[src/rtl/pwm_gen_multi.sv]
// Multi-channel PWM generator with a shared period counter and double-buffered
// period/mode/compare configuration committed only at a period boundary.
module pwm_gen_multi #(
    parameter int WIDTH    = 16,
    parameter int CHANNELS = 4
) (
    input  logic                clk,
    input  logic                rst_n,
    input  logic                pwm_en,
    input  logic [WIDTH-1:0]    cfg_period,
    input  logic                period_we,
    input  logic [CHANNELS-1:0] cfg_we,
    input  logic [1:0]          cfg_mode,
    input  logic [WIDTH-1:0]    cfg_cmp1,
    input  logic [WIDTH-1:0]    cfg_cmp2,
    input  logic                update_req,
    output logic [CHANNELS-1:0] pwm_out,
    output logic [WIDTH-1:0]    count,
    output logic                period_end,
    output logic                update_pending
);

    typedef enum logic [1:0] {
        MODE_LEFT  = 2'b00,
        MODE_RIGHT = 2'b01,
        MODE_RANGE = 2'b10,
        MODE_PARK  = 2'b11
    } mode_t;

    localparam logic [WIDTH-1:0] ONE = {{(WIDTH-1){1'b0}}, 1'b1};

    logic [WIDTH-1:0]    staged_period;
    logic [WIDTH-1:0]    active_period;
    mode_t               staged_mode [CHANNELS];
    mode_t               active_mode [CHANNELS];
    logic [WIDTH-1:0]    staged_cmp1 [CHANNELS];
    logic [WIDTH-1:0]    staged_cmp2 [CHANNELS];
    logic [WIDTH-1:0]    active_cmp1 [CHANNELS];
    logic [WIDTH-1:0]    active_cmp2 [CHANNELS];

    logic [WIDTH-1:0]    p_eff;
    logic [WIDTH-1:0]    last_count;
    logic                wrap;
    logic                commit;
    logic [CHANNELS-1:0] hit;

    assign p_eff      = (active_period == '0) ? ONE : active_period;
    assign last_count = p_eff - ONE;
    // >= rather than == so a shrunken period still wraps from a larger count
    assign wrap       = pwm_en && (count >= last_count);
    // A request arriving on the wrap edge is honoured by that same wrap
    assign commit     = pwm_en ? (wrap && (update_pending || update_req))
                               : update_pending;

    always_comb begin
        hit = '0;
        for (int unsigned i = 0; i < CHANNELS; i++) begin
            unique case (active_mode[i])
                MODE_LEFT:  hit[i] = (count < active_cmp1[i]);
                MODE_RIGHT: hit[i] = (count >= active_cmp1[i]);
                MODE_RANGE: hit[i] = (count >= active_cmp1[i]) && (count < active_cmp2[i]);
                default:    hit[i] = 1'b0;
            endcase
        end
    end

    always_ff @(posedge clk or negedge rst_n) begin
        if (!rst_n) begin
            count          <= '0;
            period_end     <= 1'b0;
            pwm_out        <= '0;
            update_pending <= 1'b0;
        end else begin
            if (!pwm_en || wrap) begin
                count <= '0;
            end else begin
                count <= count + ONE;
            end
            period_end     <= wrap;
            pwm_out        <= pwm_en ? hit : '0;
            update_pending <= commit ? 1'b0 : (update_pending || update_req);
        end
    end

    always_ff @(posedge clk or negedge rst_n) begin
        if (!rst_n) begin
            staged_period <= '0;
            for (int unsigned i = 0; i < CHANNELS; i++) begin
                staged_mode[i] <= MODE_LEFT;
                staged_cmp1[i] <= '0;
                staged_cmp2[i] <= '0;
            end
        end else begin
            if (period_we) begin
                staged_period <= cfg_period;
            end
            for (int unsigned i = 0; i < CHANNELS; i++) begin
                if (cfg_we[i]) begin
                    staged_mode[i] <= mode_t'(cfg_mode);
                    staged_cmp1[i] <= cfg_cmp1;
                    staged_cmp2[i] <= cfg_cmp2;
                end
            end
        end
    end

    // Commit samples pre-edge staged values, so a coincident write waits for the next one
    always_ff @(posedge clk or negedge rst_n) begin
        if (!rst_n) begin
            active_period <= '0;
            for (int unsigned i = 0; i < CHANNELS; i++) begin
                active_mode[i] <= MODE_LEFT;
                active_cmp1[i] <= '0;
                active_cmp2[i] <= '0;
            end
        end else if (commit) begin
            active_period <= staged_period;
            for (int unsigned i = 0; i < CHANNELS; i++) begin
                active_mode[i] <= staged_mode[i];
                active_cmp1[i] <= staged_cmp1[i];
                active_cmp2[i] <= staged_cmp2[i];
            end
        end
    end

endmodule

[config.mk]
export PLATFORM = sky130hd
export DESIGN_NAME = pwm_gen_multi
export DESIGN_NICKNAME = d
export VERILOG_FILES = /design/src/rtl/pwm_gen_multi.sv
export SDC_FILE = /design/constraint.sdc
export NUM_CORES = 1
export LEC_CHECK = 0
export CORE_ASPECT_RATIO = 2
export CORE_UTILIZATION = 60
export DETAILED_ROUTE_END_ITERATION = 8
export PLACE_DENSITY = 0.8
export SYNTH_ARGS = -nofsm -noshare
export SYNTH_HDL_FRONTEND = slang
export SYNTH_SLANG_ARGS = --single-unit
[constraint.sdc]
create_clock -name clk -period 10.7 [get_ports clk]
set_input_delay 1.07 -clock clk [delete_from_list [all_inputs] [get_ports clk]]
set_output_delay 1.07 -clock clk [all_outputs]
set_load 0.02 [all_outputs]
Yosys cells after proc, flatten, opt, wreduce, memory -nomap -nowiden
Cells that the tools add are included.
Cells by class
  $add $sub $neg: 2
  order comparisons: 13
  equal/unequal tests: 8
  mux-type cells: 9
  reduce and logical (&&, ||, !) cells: 14
Operator list (count)
  $lt 16x16->1: 8
  $ge 16x16->1: 5
  $mux 16: 2
  $add 16x1->16 const B: 1
  $logic_not 16->1: 1
  $sub 16x1->16 const B: 1
  $pmux 1 s3: 4
  $eq 2x1->1 const B: 4
  $eq 2x2->1 const B: 4
  $logic_not 2->1: 4
  $logic_and 1x1->1: 6
  $mux 4: 1
  $logic_or 1x1->1: 2
  $mux 1: 2
  $logic_not 1->1: 1
Word-level totals
  bits in registers: 326
  input port bits: 59
  output and inout bits: 22
  logic and storage cells: 76

Depth between registers and ports, before layout
  word-level depth: 8
  depth in mapped cells: 18
  depth with buffers taken out: 16

Worst setup path after synthesis
No wires, ideal clock.
  kind: register to register
  start point: reg active_period[9]
  end point: reg active_cmp1[0] (netlist name)
  library setup time: 0.128 ns
  arrival time: 4.020 ns
  data required time: 10.572 ns
  path slack: 6.552 ns
  stages on the path, launching flop included: 19
  buffers on the path: 2
  clock period less this slack: 4.148 ns
  cell sequence: dfrtp_1 > or4_1 > or3_4 > nor3b_2 > a21oi_1 > ha_1 > nor3b_1 > nand2_1 > nor3_1 > xnor2_1 > ha_1 > and4_1 > nand4_1 > nor2_1 > a21oi_2 > a41oi_2 > buf_4 > buf_4 > mux2_1
On the way
  cells in the longest elaborated chain, start to end: 7
Ends and longest elaborated chain
  from (decl): RTL line 33  | logic [WIDTH-1:0] active_period;
  from (signal assigned): RTL line 117  | active_period <= staged_period;
  $logic_not 16->1: RTL line 47  | assign p_eff = (active_period == '0) ? ONE : active_period;
  $mux 16 *: RTL line 47
  $sub 16x1->16 *: RTL line 48  | assign last_count = p_eff - ONE;
  $ge 16x16->1 *: RTL line 50  | assign wrap = pwm_en && (count >= last_count);
  $logic_and 1x1->1 *: RTL line 50
  $logic_and 1x1->1 *: RTL line 52  | assign commit = pwm_en ? (wrap && (update_pending || update_req))
  $mux 1 *: RTL line 52
  to (signal, indexed assignment): RTL line 120  | active_cmp1[i] <= staged_cmp1[i];
  to (decl): RTL line 38  | logic [WIDTH-1:0] active_cmp1 [CHANNELS];
Mark *: on every way between the ends. The rest lies on a longest branch, timed or not.
A chain may end at the register's enable or synchronous reset.

Worst setup path in the final report
  start point: reg active_period[9]
  end point: reg active_cmp2[13] (netlist name)
On the way
  cells in the longest elaborated chain, start to end: 7
Ends and longest elaborated chain
  $logic_not 16->1: RTL line 47
  $mux 16 *: RTL line 47
  $sub 16x1->16 *: RTL line 48
  $ge 16x16->1 *: RTL line 50
  $logic_and 1x1->1 *: RTL line 50
  $logic_and 1x1->1 *: RTL line 52
  $mux 1 *: RTL line 52
  to (signal, indexed assignment): RTL line 121  | active_cmp2[i] <= staged_cmp2[i];
  to (decl): RTL line 39  | logic [WIDTH-1:0] active_cmp2 [CHANNELS];
Marked as above.

==> metrics.cfg <==
[cells_and_area]
final_common_cell=dfrtp_1
final_util_pct=68.9
diodes=0
nNetsFinal=1541
area_growth_pct=13.1
fin_area_um2=18000
layout-drive-gt1-share_pct=22.3
mostFrequentLayoutCells=dfrtp_1 (326), mux2_2 (235), ha_1 (142)

[power_and_ir_drop]
power_switching_uw=867
ir_drop_mv=0.158
internal_power_mw=2.34
p_clk_share_pct=33.1
power_frac_seq_pct=48.6
power.density_nw_per_um2=178
p_comb_share_pct=18.3
p_leak_nw=8.38
switching_share_pct=27.0

[synthesis]
synth_async_sr_flop_share_pct=100
syn_area_um2=15900
yosys-top-cells-area=dfrtp_1 (51%), mux2_2 (17%), ha_1 (11%)
ys_seq_area_share_pct=51.2
syn_inst=1256
synth_ff_type=dfrtp_1
synth_edf_count=0
avgSynthCellArea_um2=12.7
yosys.area.top_type=dfrtp_1
yosysWarnings=0
synth_nets=1457
synth-seq-cells=326
synth_top_area_share_pct=51.2
synth_cell_types=53

[sta]
finalSetupViolCount=0
min_period_ns=5.35
worst_pin_slew_ns=1.19
slew_headroom_pct=20.6
holdWs_ns=0.482
rsz0062_at_grt=no
min_period_over_period_pct=50.0
setup_tns_ns=0
slew_violations=0
hold_viol_final=0
fmax_ghz=0.187
fin_skew_ns=0.0169
fin_ws_ns=5.35

[cts]
cts_buffers=28
cts-root-buf=clkbuf_16
holdBufCountCts=0
max-clock-path-buffers=3
clk_latency_ns=0.55
post-cts-setup-buffers=0
tritoncts=yes
cts_resized=0
clkSinkCount=326
h-tree-depth=1
clkSlewWorstSetupHoldPaths_ns=0.07

[worst_setup_path]
startpoint=active_period[9]
reg2reg_depth=17
startpoint_type=register
r2r_end=active_cmp2[13]
crit_end=active_cmp2[13]
cp_data_required_time_ns=11.13
reg2reg_from=active_period[9]
crit_type=register to register
crit_fanout=78
end_kind=register
cp.arrival_ns=5.78
rrSetupSlack_ns=5.35

[global_route]
grtUsageTotal_pct=27.5
grt_pass1_wl_mm=55.7
grt_start_max_net_pins=113
grt-ovfl-total=0
grt_pass1_vias=10700
antenna_found_initial=0

[run_status]
outcome=finished, final reports clean

[detailed_routing]
vias=9939
drc=0
drtPass1Iterations=4
wl_per_cell_um=20.4
routed_via_density=5.84
drtIter0Drc=550
ant_nets=0
wl_mm=34.8

[min_path]
hold_path.class=register to register
hp-start=active_cmp2[42]

[floorplan]
die_w_um=117
fp.dieH_um=232
start_util_pct=60.9
pin_count=81
dieArea_um2=27200
coreArea_um2=26200
rows=84

[flow_run]
maxCapViolations=0

[placed_design]
io_buffers=80
pre_cts_slack_ns=5.39
place_hpwl_mm=24.6
dpl_cell_area_um2=17100
globalplace.congestion=0.833

==> power groups by stage <==
stage          sequential, mW  combinational, mW  clock [mW]
2_1_floorplan            1.54              0.419           0
3_3_place_gp             1.57              0.561           0
3_5_place_dp             1.58              0.592           0
4_1_cts                  1.56              0.595        1.08
5_1_grt                  1.59              0.657        1.13
6_report                 1.56              0.587        1.06
==> layout make-up <==
type / instances / area [um^2]
Sequential cell: 326 / 8160
Timing Repair Buffer: 90 / 861
Clock buffer: 39 / 823
Multi-Input combinational cell: 765 / 7130
Clock inverter: 10 / 138
Tap cell: 344 / 430
Fill cell: 1917 / 8150
Inverter: 129 / 484
==> metal layers <==
metal | vias up | routed length, um | GRT usage [%] | share of wire, %
li1 | 4591 | - | - | -
met1 | 5086 | 13200 | 31.2 | 38
met2 | 182 | 18900 | 49.9 | 54
met3 | 80 | 987 | 2.89 | 2.8
met4 | 0 | 1730 | 13.9 | 5.0
met5 | - | 0 | 0 | 0
==> metrics by stage <==
step | total power [mW] | std cells
after floorplan | 1.96 | 1256
after global placement | 2.13 | 1654
after detailed placement | 2.17 | 1654
after global routing | 3.37 | 1703
after CTS | 3.23 | 1703
final | 3.21 | 1703
==> worst max-delay path, cell delays in order (launching register included) <==
cell and delay [ns]:
dfrtp_1 0.44, or4_1 0.59, or3_4 0.38, nor3b_2 0.19, a21oi_1 0.12, ha_1 0.22, nor3b_1 0.19, nand2_1 0.14
nor3_1 0.07, xnor2_1 0.13, ha_1 0.29, and4_1 0.23, nand4_1 0.13, nor2_1 0.17, a21oi_2 0.11, a41oi_4 0.42
buf_4 0.90, mux2_2 0.43
==> cells in the mapped netlist (all sizes together) (8+ instances only) <==
cell type  instances
dfrtp            326
mux2             304
ha               142
inv              129
a21oi             50
nor2              44
nand2             36
buf               19
o21ai             18
clkbuf            17
nand4             17
nand3             15
xnor2             15
a21o              14
xor2              11
nand2b             9
a211oi             8
==> registers in the layout (all words and copies together) (netlist names), 4 cells and up <==
register and count:
active_cmp1 64, active_cmp2 64, staged_cmp1 64, staged_cmp2 64, active_period 16, count 16
staged_period 16, active_mode 8, staged_mode 8, pwm_out 4
==> worst min path at each step <==
stage / cells after the start / slack (ns) / endpoint
finish: 1 / 0.48 / active_cmp2[42]
global placement: 1 / 0.47 / active_cmp1[16]
global route: 1 / 0.50 / active_cmp2[35]
detailed placement: 1 / 0.47 / active_cmp2[42]
CTS: 1 / 0.49 / active_cmp2[42]
floorplan: 1 / 0.46 / active_cmp1[10]
==> cells by family after synthesis <==
family / synth area share, %
AO/OA/AOI/OAI: 5.50
XOR/XNOR: 1.43
adder cells (fa/ha/maj): 11.2
buffers and inverters: 4.14
flip-flops: 51.2
multiplexers: 21.5
AND/OR/NAND/NOR: 5.10
Note: power is estimated with default switching activity, not from simulation.
